### src/rtl/mult_arbiter_seq.sv
// mult_arbiter_seq
// Round-robin front end that shares one iterative shift-add multiplier
// between NREQ requesters and returns id-tagged products over a
// valid/ready response channel.
// Optional build macro: MULT_ARB_EARLY_EXIT_EN -- when defined, CALC ends as
// soon as the remaining multiplier bits are all zero (minimum one cycle).
module mult_arbiter_seq #(
    parameter int WIDTH = 4,
    parameter int NREQ  = 2,
    parameter int IDW   = 3
) (
    input  logic                  clk,
    input  logic                  rst,
    input  logic [NREQ-1:0]       req_valid,
    input  logic [NREQ*WIDTH-1:0] req_a,
    input  logic [NREQ*WIDTH-1:0] req_b,
    output logic [NREQ-1:0]       req_ready,
    output logic                  rsp_valid,
    input  logic                  rsp_ready,
    output logic [IDW-1:0]        rsp_id,
    output logic [2*WIDTH-1:0]    rsp_result,
    output logic                  busy
);

    localparam int PW   = 2 * WIDTH;
    localparam int CNTW = (WIDTH > 2) ? $clog2(WIDTH) : 1;

    typedef enum logic [1:0] {
        ST_IDLE = 2'd0,
        ST_CALC = 2'd1,
        ST_DONE = 2'd2
    } state_t;

    state_t           state_r;
    state_t           state_nxt_s;
    logic [IDW-1:0]   rr_ptr_r;
    logic [PW-1:0]    acc_r;
    logic [PW-1:0]    mcand_r;
    logic [WIDTH-1:0] mplier_r;
    logic [CNTW-1:0]  count_r;
    logic [IDW-1:0]   rsp_id_r;
    logic [PW-1:0]    rsp_result_r;
    logic             rsp_valid_r;
    logic             busy_r;

    logic             win_found_s;
    logic [IDW-1:0]   win_id_s;
    logic [IDW:0]     scan_idx_s;
    logic [WIDTH-1:0] win_a_s;
    logic [WIDTH-1:0] win_b_s;
    logic [IDW-1:0]   rr_nxt_s;
    logic             accept_s;
    logic [PW-1:0]    acc_nxt_s;
    logic [WIDTH-1:0] mplier_nxt_s;
    logic             calc_exit_s;

    // Round-robin scan: first valid requester at or after rr_ptr_r (mod NREQ) wins.
    always_comb begin
        win_found_s = 1'b0;
        win_id_s    = {IDW{1'b0}};
        scan_idx_s  = {(IDW+1){1'b0}};
        for (int k = 0; k < NREQ; k++) begin
            scan_idx_s = {1'b0, rr_ptr_r} + (IDW+1)'(k);
            if (scan_idx_s >= (IDW+1)'(NREQ)) begin
                scan_idx_s = scan_idx_s - (IDW+1)'(NREQ);
            end else begin
                scan_idx_s = scan_idx_s;
            end
            for (int j = 0; j < NREQ; j++) begin
                if (!win_found_s && req_valid[j] && (scan_idx_s == (IDW+1)'(j))) begin
                    win_found_s = 1'b1;
                    win_id_s    = IDW'(j);
                end else begin
                    win_found_s = win_found_s;
                end
            end
        end
    end

    // Select the winning requester's operand slices.
    always_comb begin
        win_a_s = {WIDTH{1'b0}};
        win_b_s = {WIDTH{1'b0}};
        for (int j = 0; j < NREQ; j++) begin
            if (win_id_s == IDW'(j)) begin
                win_a_s = req_a[j*WIDTH +: WIDTH];
                win_b_s = req_b[j*WIDTH +: WIDTH];
            end else begin
                win_a_s = win_a_s;
            end
        end
    end

    // Grant decode (only in IDLE) and the pointer value following the winner.
    always_comb begin
        req_ready = {NREQ{1'b0}};
        accept_s  = 1'b0;
        if ((state_r == ST_IDLE) && win_found_s) begin
            req_ready = {{(NREQ-1){1'b0}}, 1'b1} << win_id_s;
            accept_s  = 1'b1;
        end else begin
            accept_s  = 1'b0;
        end
        if (win_id_s == IDW'(NREQ - 1)) begin
            rr_nxt_s = {IDW{1'b0}};
        end else begin
            rr_nxt_s = win_id_s + {{(IDW-1){1'b0}}, 1'b1};
        end
    end

    // One shift-add step and the CALC termination condition.
    always_comb begin
        if (mplier_r[0]) begin
            acc_nxt_s = acc_r + mcand_r;
        end else begin
            acc_nxt_s = acc_r;
        end
        mplier_nxt_s = {1'b0, mplier_r[WIDTH-1:1]};
`ifdef MULT_ARB_EARLY_EXIT_EN
        calc_exit_s = (count_r == CNTW'(WIDTH - 1)) || (mplier_nxt_s == {WIDTH{1'b0}});
`else
        calc_exit_s = (count_r == CNTW'(WIDTH - 1));
`endif
    end

    // Next-state logic for the IDLE -> CALC -> DONE sequence.
    always_comb begin
        state_nxt_s = state_r;
        case (state_r)
            ST_IDLE: begin
                if (accept_s) begin
                    state_nxt_s = ST_CALC;
                end else begin
                    state_nxt_s = ST_IDLE;
                end
            end
            ST_CALC: begin
                if (calc_exit_s) begin
                    state_nxt_s = ST_DONE;
                end else begin
                    state_nxt_s = ST_CALC;
                end
            end
            ST_DONE: begin
                if (rsp_ready) begin
                    state_nxt_s = ST_IDLE;
                end else begin
                    state_nxt_s = ST_DONE;
                end
            end
            default: state_nxt_s = ST_IDLE;
        endcase
    end

    // State register and registered busy flag.
    always_ff @(posedge clk) begin
        if (!rst) begin
            state_r <= ST_IDLE;
            busy_r  <= 1'b0;
        end else begin
            state_r <= state_nxt_s;
            busy_r  <= (state_nxt_s != ST_IDLE);
        end
    end

    // Operand capture, shift-add datapath and response registers.
    always_ff @(posedge clk) begin
        if (!rst) begin
            rr_ptr_r     <= {IDW{1'b0}};
            acc_r        <= {PW{1'b0}};
            mcand_r      <= {PW{1'b0}};
            mplier_r     <= {WIDTH{1'b0}};
            count_r      <= {CNTW{1'b0}};
            rsp_id_r     <= {IDW{1'b0}};
            rsp_result_r <= {PW{1'b0}};
            rsp_valid_r  <= 1'b0;
        end else begin
            case (state_r)
                ST_IDLE: begin
                    if (accept_s) begin
                        mcand_r  <= {{WIDTH{1'b0}}, win_a_s};
                        mplier_r <= win_b_s;
                        acc_r    <= {PW{1'b0}};
                        count_r  <= {CNTW{1'b0}};
                        rsp_id_r <= win_id_s;
                        rr_ptr_r <= rr_nxt_s;
                    end
                end
                ST_CALC: begin
                    acc_r    <= acc_nxt_s;
                    mcand_r  <= {mcand_r[PW-2:0], 1'b0};
                    mplier_r <= mplier_nxt_s;
                    count_r  <= count_r + {{(CNTW-1){1'b0}}, 1'b1};
                    if (calc_exit_s) begin
                        rsp_result_r <= acc_nxt_s;
                        rsp_valid_r  <= 1'b1;
                    end
                end
                ST_DONE: begin
                    if (rsp_ready) begin
                        rsp_valid_r <= 1'b0;
                    end
                end
                default: begin
                    rsp_valid_r <= 1'b0;
                end
            endcase
        end
    end

    assign rsp_valid  = rsp_valid_r;
    assign rsp_id     = rsp_id_r;
    assign rsp_result = rsp_result_r;
    assign busy       = busy_r;

endmodule

### config.mk
export PLATFORM = sky130hd
export DESIGN_NAME = mult_arbiter_seq
export DESIGN_NICKNAME = d
export VERILOG_FILES = /design/src/rtl/mult_arbiter_seq.sv
export SDC_FILE = /design/constraint.sdc
export NUM_CORES = 1
export LEC_CHECK = 0
export ABC_AREA = 0
export BUFFER_PORTS_ARGS = -buffer_cell sky130_fd_sc_hd__buf_2
export CAP_MARGIN = 40
export CORE_ASPECT_RATIO = 0.9
export CORE_MARGIN = 2
export CORE_UTILIZATION = 59
export CTS_BUF_LIST = sky130_fd_sc_hd__clkbuf_8 sky130_fd_sc_hd__clkbuf_16
export DETAILED_ROUTE_END_ITERATION = 7
export PLACE_DENSITY = 0.82
export SKIP_CTS_REPAIR_TIMING = 1
export SLEW_MARGIN = 20
export SYNTH_ARGS = -nofsm -noshare
export SYNTH_HDL_FRONTEND = slang
export SYNTH_SLANG_ARGS = --single-unit
### constraint.sdc
create_clock -name clk -period 5.45 [get_ports clk]
set_input_delay 0.2725 -clock clk [delete_from_list [all_inputs] [get_ports clk]]
set_output_delay 0.2725 -clock clk [all_outputs]
set_load 0.03 [all_outputs]
==> run metrics, run 1 <==
status=completed; DR DRC count=0; Iteration-0 DRC Markers=118; diodes inserted=0; core region area=3070 um^2; Peak VDD IR=0.212 mV; Pwr Density=284 nW/um^2; Slew HR=0.518; Max Cap Viol=0; top-area cell type share of the netlist area=0.380; HP Class=in2reg; Worst Path Buf+Inv=1; met3 WL=165 um; drt first pass iters=4; FILL cells=242; DR vias=1753; Rows=19; HPWL Detailed=2.94 mm; CP required=5.61 ns; buffers added on ports=33; number of synthesized flops with an enable pin=0; die width=63.7 um; CTS Root Cell=clkbuf_8; clock slew at reported path FFs=0.07 ns; CTS Buffer Depth=2; number of synthesized register bits=36; Initial Util=0.618; Synth async-reset ratio=0; CP endpoint kind=flop; met1 wire length=2.05 mm; DR top layer=met4; setup violators final=0; IO Count=36; crit path DAT=2.11 ns; WL met2=1.99 mm; leakage=0.952 nW; fmax=513 MHz; vias in the first global route=1601; Layout Nets=286; utilization after layout=0.717; Die ar.=3680 um^2; Setup TNS=0 ns; critical path, cell by cell=ha_1, inv_1, fa_1, nor2b_1, o31a_1, a21oi_1, a211oi_1, nor3_1; CTS H-tree lvls=2; CTS Sinks=36; Synth Cell Area=1890 um^2; clk_lat worst skew=0.29 ns; Cell variety after synth=43; top area cells in the synthesized netlist=dfxtp_1, mux2i_1, a21oi_1; Area Overhead vs Synth=16.1%; CP Class=reg2reg; initial antenna violation count=0; CP Launch Type=flop; routed length per placed instance=14.2 um; Avg Cell Area, Syn=8.42 um^2; Hold Fails Final Rpt=0; Clock Skews=0.00456 ns; Final min period=1.95 ns; fin crit share=0.358; GRT Util Overall=0.256; post-synthesis instance total=225; pin count of the biggest net entering global routing=26; Avg Vias per Cell=5.86; CP max FO=3; CTS Buf Count=5; global-route wire length before repair=7.22 mm; Routed Antenna Nets=0; GPL Wtd Cong=0.856; Worst path top cell family by delay=adder cells; final wirelength=4.25 mm; grt total ovfl=0; ys flop type=dfxtp_1; Worst-Margin Slew=0.719 ns; final hold slack=0.287 ns; RSZ-0062 raised after global routing=no; area leader, netlist=dfxtp_1; synth cell count leaders=dfxtp_1, nor2_1, a21oi_1; CTS tree=yes; post-synthesis sequential area ratio=0.380; share of layout cells above drive strength 1=0.202; Slew Viols, Final=0; slowest CP cell=fa_1; die height=57.8 um; Worst path max stage delay=0.40 ns; YS warnings=0; top-count cell post-synth=dfxtp_1
==> power breakdown <==
| part | internal, mW | switching [mW] |
|---|---|---|
| logic | 0.0328 | 0.0500 |
| clock network | 0.161 | 0.0967 |
| registers | 0.273 | 0.0108 |
| total | 0.467 | 0.158 |
==> metrics by stage <==
stage / setup WS [ns] / power, mW / cells / area (um^2)
after floorplan: 3.71 / 0.347 / 226 / 1900
after global placement: 3.61 / 0.370 / 290 / 2070
after detailed placement: 3.55 / 0.371 / 291 / 2070
after CTS: 3.50 / 0.626 / 299 / 2200
after global routing: 3.35 / 0.647 / 299 / 2200
final: 3.50 / 0.625 / 299 / 2200
==> state kept, by name, indices dropped and copies added (netlist names) <==
signal / flops
rr_ptr_r: 1
busy: 1
mcand_r: 8
rsp_valid: 1
mplier_r: 4
state_r: 2
acc_r: 8
count_r: 2
rsp_id: 1
rsp_result: 8
==> area by class of cell <==
class	instances	area [um^2]	area share
flip-flops and latches	36	721	0.328
clock buffers	7	96.3	0.0438
clock inverters	1	30.0	0.0137
inverters	9	33.8	0.0154
multi-input cells	167	1070	0.488
repair buffers	37	193	0.0876
well taps	42	52.6	0.0239
==> layer usage <==
layer	vias up	global-route usage
met5	-	0
met1	844	0.336
met4	0	0.0839
li1	866	-
met2	39	0.409
met3	4	0.0757
==> kinds of logic (layout without fill, tap and decap cells) <==
kind of cell | Yosys count | in the layout | synth area share
other | 1 | 2 | 0.00198
adder cells (fa/ha/maj) | 9 | 9 | 0.0634
XOR/XNOR | 3 | 3 | 0.0139
AND/OR/NAND/NOR | 69 | 69 | 0.177
flip-flops | 36 | 36 | 0.380
AO/OA/AOI/OAI | 71 | 71 | 0.238
multiplexers | 13 | 13 | 0.0694
buffers and inverters | 23 | 54 | 0.0555
==> final timing paths <==
path,cells past startpoint,slack [ns],endpoint,from
min,3,0.29,state_r[1],rsp_ready
max,8,3.50,acc_r[4],mcand_r[0]
min reg2reg,2,0.47,rsp_result[1],rsp_result[1]
max reg2reg,8,3.50,acc_r[4],mcand_r[0]
==> cells in the final DEF, fill, tap and decap left out, types with 5 or more instances in the layout <==
master and n:
dfxtp_1 36, buf_2 34, nor2_1 23, a21oi_1 20, o21ai_0 16, mux2i_1 12
nand3_1 12, nand2_1 10, a22oi_1 9, inv_1 8, ha_1 8, and2_1 7
clkbuf_8 7, o21a_1 5, o211ai_1 5
==> worst min-delay path, stage by stage <==
cell     delay (ns)
buf_2          0.08
or3_1          0.11
a21oi_1        0.07
No activity file was read; power rests on OpenSTA's default activity.
==> inputs of run 2 (changes only) <==
--- a/config.mk
+++ b/config.mk
@@ -10,10 +10,10 @@
 export CAP_MARGIN = 40
 export CORE_ASPECT_RATIO = 0.9
 export CORE_MARGIN = 2
-export CORE_UTILIZATION = 59
+export CORE_UTILIZATION = 55
 export CTS_BUF_LIST = sky130_fd_sc_hd__clkbuf_8 sky130_fd_sc_hd__clkbuf_16
 export DETAILED_ROUTE_END_ITERATION = 7
-export PLACE_DENSITY = 0.82
+export PLACE_DENSITY = 0.77
 export SKIP_CTS_REPAIR_TIMING = 1
 export SLEW_MARGIN = 20
 export SYNTH_ARGS = -nofsm -noshare
==> constraint.sdc (replaced) <==
create_clock -name clk -period 1.8 [get_ports clk]
set_input_delay 0.09 -clock clk [delete_from_list [all_inputs] [get_ports clk]]
set_output_delay 0.09 -clock clk [all_outputs]
set_load 0.03 [all_outputs]
==> run metrics, run 2 (synthesis results as in run 1) <==
CTS Root Cell=clkbuf_8 (unchanged); critical path launch point=mcand_r[0] (unchanged); Routed Antenna Nets=0 (unchanged); commonest cells after routing, fill and taps aside=buf_2, dfxtp_1, nor2_1, buf_4, a21oi_1 (was dfxtp_1, buf_2, nor2_1); GPL Wtd Cong=0.878 (was 0.856); GRT Util Overall=0.244 (was 0.256); pin count of the biggest net entering global routing=26 (unchanged); CTS Buf Count=5 (unchanged); global-route wire length before repair=7.27 mm (was 7.22 mm); Final min period=1.81 ns (was 1.95 ns); Clock power frac=0.332 (was 0.413); reg-to-reg endpoint=acc_r[6] (was acc_r[4]); Peak VDD IR=0.515 mV (was 0.212 mV); grt total ovfl=0 (unchanged); CP Class=reg2reg (unchanged); Sw Pwr=470 uW (was 158 uW); Avg Vias per Cell=5.55 (was 5.86); share of layout cells above drive strength 1=0.326 (was 0.202); logic gate share of total power=0.172 (was 0.133); hold depth=3 (unchanged); Pwr Density=720 nW/um^2 (was 284 nW/um^2); crit path DAT=2.03 ns (was 2.11 ns); fin crit share=1.00 (was 0.358); IO Count=36 (unchanged); setup ws final=-0.00779 ns (was 3.50 ns); Die ar.=3930 um^2 (was 3680 um^2); fmax=553 MHz (was 513 MHz); Layout Nets=305 (was 286); Critical Path End=acc_r[6] (was acc_r[4]); most common cell after layout, fill and taps aside=buf_2 (was dfxtp_1); initial antenna violation count=0 (unchanged); Hold Fails Final Rpt=0 (unchanged); clk_lat worst skew=0.28 ns (was 0.29 ns); Storage cell area=733 um^2 (was 721 um^2); placed instance count=309 (was 291); status=complete, but fails checks (was completed); Crit Reg-Reg Startpoint=mcand_r[0] (unchanged); leakage=1.02 nW (was 0.952 nW); Hold Startpoint=rsp_ready (unchanged); core region area=3330 um^2 (was 3070 um^2); DR DRC count=0 (unchanged); area of the multi-input gates=1150 um^2 (was 1070 um^2); routed length per placed instance=14.7 um (was 14.2 um); Iteration-0 DRC Markers=112 (was 118); CTS Sinks=36 (unchanged); CP max FO=3 (unchanged); Slew Viols, Final=0 (unchanged); failing checks=negative setup slack; die height=59.7 um (was 57.8 um); HP Class=in2reg (unchanged); CP Launch Type=flop (unchanged); CTS tree=yes (unchanged); FILL cells=266 (was 242); DR vias=1775 (was 1753); HPWL Detailed=3.18 mm (was 2.94 mm); Sw Ratio=0.272 (was 0.252); RSZ-0062 raised after global routing=yes (was no); setup violators final=1 (was 0); Non-Filler Instances=320 (was 299); Clock Skews=0.00420 ns (was 0.00456 ns); Max Cap Viol=0 (unchanged); buffers added on ports=33 (unchanged); utilization after layout=0.721 (was 0.717); CTS H-tree lvls=2 (unchanged); final wirelength=4.70 mm (was 4.25 mm); die width=65.9 um (was 63.7 um); CP required=2.02 ns (was 5.61 ns); cell-internal power=1.26 mW (was 467 uW); Setup TNS=-0.00779 ns (was 0 ns); Seq pwr share=0.496 (was 0.454); Area Overhead vs Synth=26.8% (was 16.1%); Reg2Reg Depth=8 (unchanged); vias in the first global route=1521 (was 1601); Rows=20 (was 19); CP endpoint kind=flop (unchanged); clock slew at reported path FFs=0.07 ns (about the same); drt first pass iters=4 (unchanged); reg2reg setup slack=-0.008 ns (was 3.50 ns); CTS Buffer Depth=2 (unchanged); diodes inserted=0 (unchanged); Initial Util=0.569 (was 0.618)
## run 2: cell count changes in the layout (fill, tap and decap cells not counted), moves of 5 or more
| cell | change |
|---|---|
| buf_4 | +20 |
| dfxtp_1 | -10 |
| dfxtp_2 | +10 |
| ha_1 | -6 |
| ha_4 | +5 |
## run 2: through the flow
stage | instance area [um^2] | power, mW | worst slack (ns) | hold slack [ns]
after global routing | 2400 | 1.80 | -0.0546 | 0.126
after floorplan | 1900 | 1.05 | 0.0615 | 0.228
after detailed placement | 2200 | 1.15 | -0.00256 | 0.410
after CTS | 2290 | 1.71 | -0.0317 | 0.114
final | 2400 | 1.73 | -0.00779 | 0.121
after global placement | 2200 | 1.14 | 0.0439 | 0.401
## run 2: area by class of cell
cell class	count	share of cell area
clock buffer	6	0.0344
sequential	36	0.305
multi-input combinational	167	0.479
timing repair buffer	56	0.141
clock inverter	2	0.00313
inverter	9	0.0141
tap	44	0.0229
## run 2: worst max-delay path: stages (launching register included)
cell and delay [ns]:
dfxtp_2 0.34, ha_4 0.16, inv_2 0.05, fa_2 0.21
nor2b_2 0.05, o31a_1 0.31, o21a_1 0.23, or3_1 0.31
nand3_1 0.08
## run 2: power by group through the flow
stage               logic [mW]  clock network [mW]  registers [mW]
global placement         0.273                   0           0.868
finish                   0.297               0.574           0.858
CTS                      0.281               0.577           0.850
floorplan                0.179                   0           0.871
detailed placement       0.278                   0           0.868
global route             0.324               0.618           0.859
## run 2: worst min path at each step
stage	endpoint	slack (ns)
final	state_r[1]	0.12
after global routing	state_r[1]	0.13
after CTS	state_r[1]	0.11
after detailed placement	state_r[1]	0.41
after global placement	state_r[1]	0.40
after floorplan	rsp_result[7]	0.23
## run 2: layer usage
| layer | vias to the layer above | share of wire | GRT usage |
|---|---|---|---|
| met4 | 0 | 0.0053 | 0.0565 |
| li1 | 900 | - | - |
| met5 | - | 0 | 0 |
| met3 | 4 | 0.052 | 0.0527 |
| met1 | 815 | 0.45 | 0.337 |
| met2 | 56 | 0.50 | 0.394 |
==> inputs of run 3 (changes only) <==
--- a/config.mk
+++ b/config.mk
@@ -8,7 +8,7 @@
 export ABC_AREA = 0
 export BUFFER_PORTS_ARGS = -buffer_cell sky130_fd_sc_hd__buf_2
 export CAP_MARGIN = 40
-export CORE_ASPECT_RATIO = 0.9
+export CORE_ASPECT_RATIO = 1.4
 export CORE_MARGIN = 2
 export CORE_UTILIZATION = 55
 export CTS_BUF_LIST = sky130_fd_sc_hd__clkbuf_8 sky130_fd_sc_hd__clkbuf_16
==> run metrics, run 3 (synthesis results as in run 1) <==
Non-Filler Instances=311 (was 320); Place WS=-0.00982 ns (was -0.00256 ns); Layout Nets=300 (was 305); critical path launch point=acc_r[0] (was mcand_r[0]); initial antenna violation count=0 (unchanged); CP Class=reg2reg (unchanged); placed instance count=302 (was 309); DR DRC count=0 (unchanged); CP Launch Type=flop (unchanged); Peak VDD IR=0.757 mV (was 0.515 mV); drt first pass iters=4 (unchanged); Initial Util=0.566 (was 0.569); grt total ovfl=0 (unchanged); DR vias=1789 (was 1775); Iteration-0 DRC Markers=58 (was 112); Rows=25 (was 20); pin count of the biggest net entering global routing=26 (unchanged); IO Count=36 (unchanged); CP endpoint kind=flop (unchanged); Seq pwr share=0.463 (was 0.496); Avg Vias per Cell=5.75 (was 5.55); fmax=559 MHz (was 553 MHz); Pwr Density=775 nW/um^2 (was 720 nW/um^2); GPL Wtd Cong=0.871 (was 0.878); Slew Viols, Final=0 (unchanged); GRT Util Overall=0.257 (was 0.244); status=completed (was complete, but fails checks); utilization after layout=0.716 (was 0.721); CTS Sinks=36 (unchanged); Area Overhead vs Synth=26.5% (was 26.8%); CTS Root Cell=clkbuf_8 (unchanged); CTS tree=yes (unchanged); buffers added on ports=33 (unchanged); Crit Reg-Reg Startpoint=acc_r[0] (was mcand_r[0]); logic gate share of total power=0.156 (was 0.172); leakage=0.994 nW (was 1.02 nW); Routed Antenna Nets=0 (unchanged); most common cell after layout, fill and taps aside=buf_2 (unchanged); Final Power=1.86 mW (was 1.73 mW); vias in the first global route=1639 (was 1521); Hold Startpoint=rsp_ready (unchanged); commonest cells after routing, fill and taps aside=buf_2, dfxtp_1, nor2_1 (was buf_2, dfxtp_1, nor2_1, buf_4, a21oi_1); routed length per placed instance=14.8 um (was 14.7 um); fin crit share=0.994 (was 1.00); Clock power frac=0.381 (was 0.332); clock slew at reported path FFs=0.08 ns (was 0.07 ns); die height=73.4 um (was 59.7 um); met3 Resource Use GR=0.0610 (was 0.0527); Clock Skews=0.00664 ns (was 0.00420 ns); Die ar.=3940 um^2 (was 3930 um^2); clk_lat worst skew=0.30 ns (was 0.28 ns); die width=53.6 um (was 65.9 um); Setup TNS=0 ns (was -0.00779 ns); met2 usage=0.447 (was 0.394); setup violators final=0 (was 1); HP Class=in2reg (unchanged); CP max FO=3 (unchanged); CTS Buffer Depth=2 (unchanged); CTS H-tree lvls=2 (unchanged); final wirelength=4.59 mm (was 4.70 mm); setup ws final=0.0106 ns (was -0.00779 ns); CTS Buf Count=5 (unchanged); met1 usage=0.293 (was 0.337); Hold Fails Final Rpt=0 (unchanged); RSZ-0062 raised after global routing=yes (unchanged); global-route wire length before repair=7.36 mm (was 7.27 mm); CP required=2.03 ns (was 2.02 ns); HPWL Detailed=3.22 mm (was 3.18 mm); cell-internal power=1.36 mW (was 1.26 mW); Sw Ratio=0.266 (was 0.272); most crowded layer after global routing=met2 (unchanged); diodes inserted=0 (unchanged); share of layout cells above drive strength 1=0.317 (was 0.326); crit path DAT=2.02 ns (was 2.03 ns); Final min period=1.79 ns (was 1.81 ns); Max Cap Viol=0 (unchanged); core region area=3350 um^2 (was 3330 um^2); Sw Pwr=494 uW (was 470 uW)
==> run 3: metal layers <==
layer / wire length, um / up-vias
met5: 0 / -
met4: 71 / 0
met3: 219 / 8
met2: 2410 / 57
met1: 1890 / 834
li1: - / 890
==> run 3: final timing paths <==
path,endpoint,slack [ns],cells after the start
hold / removal,state_r[1],0.10,3
setup / recovery,acc_r[6],0.01,8
setup reg to reg,acc_r[6],0.01,8
hold reg to reg,rsp_result[1],0.46,2
==> run 3: area by class of cell <==
cell class	instances	area, um^2
inverters	9	33.8
multi-input cells	167	1170
well taps	40	50.0
clock inverters	3	42.5
fillers	262	951
clock buffers	5	68.8
flip-flops and latches	36	732
repair buffers	51	300
==> run 3: worst max-delay path, stage by stage (launching register included) <==
cell and delay (ns):
dfxtp_2 0.34, ha_4 0.16, inv_2 0.05, fa_2 0.20, nor2b_2 0.04, o31a_1 0.32, o21a_1 0.22, or3_1 0.30
nand3_1 0.09
==> run 3: power groups by stage <==
stage	Combinational [mW]	Clock, mW	Sequential [mW]
after floorplan	0.179	0	0.871
after global placement	0.269	0	0.870
after detailed placement	0.275	0	0.870
after CTS	0.277	0.719	0.852
after global routing	0.317	0.745	0.862
final	0.289	0.708	0.859
==> run 3: per-stage QoR <==
step | hold WS (ns) | cell area [um^2]
final | 0.102 | 2400
after global routing | 0.123 | 2400
after CTS | 0.0918 | 2280
after detailed placement | 0.410 | 2170
after global placement | 0.402 | 2170
after floorplan | 0.228 | 1900
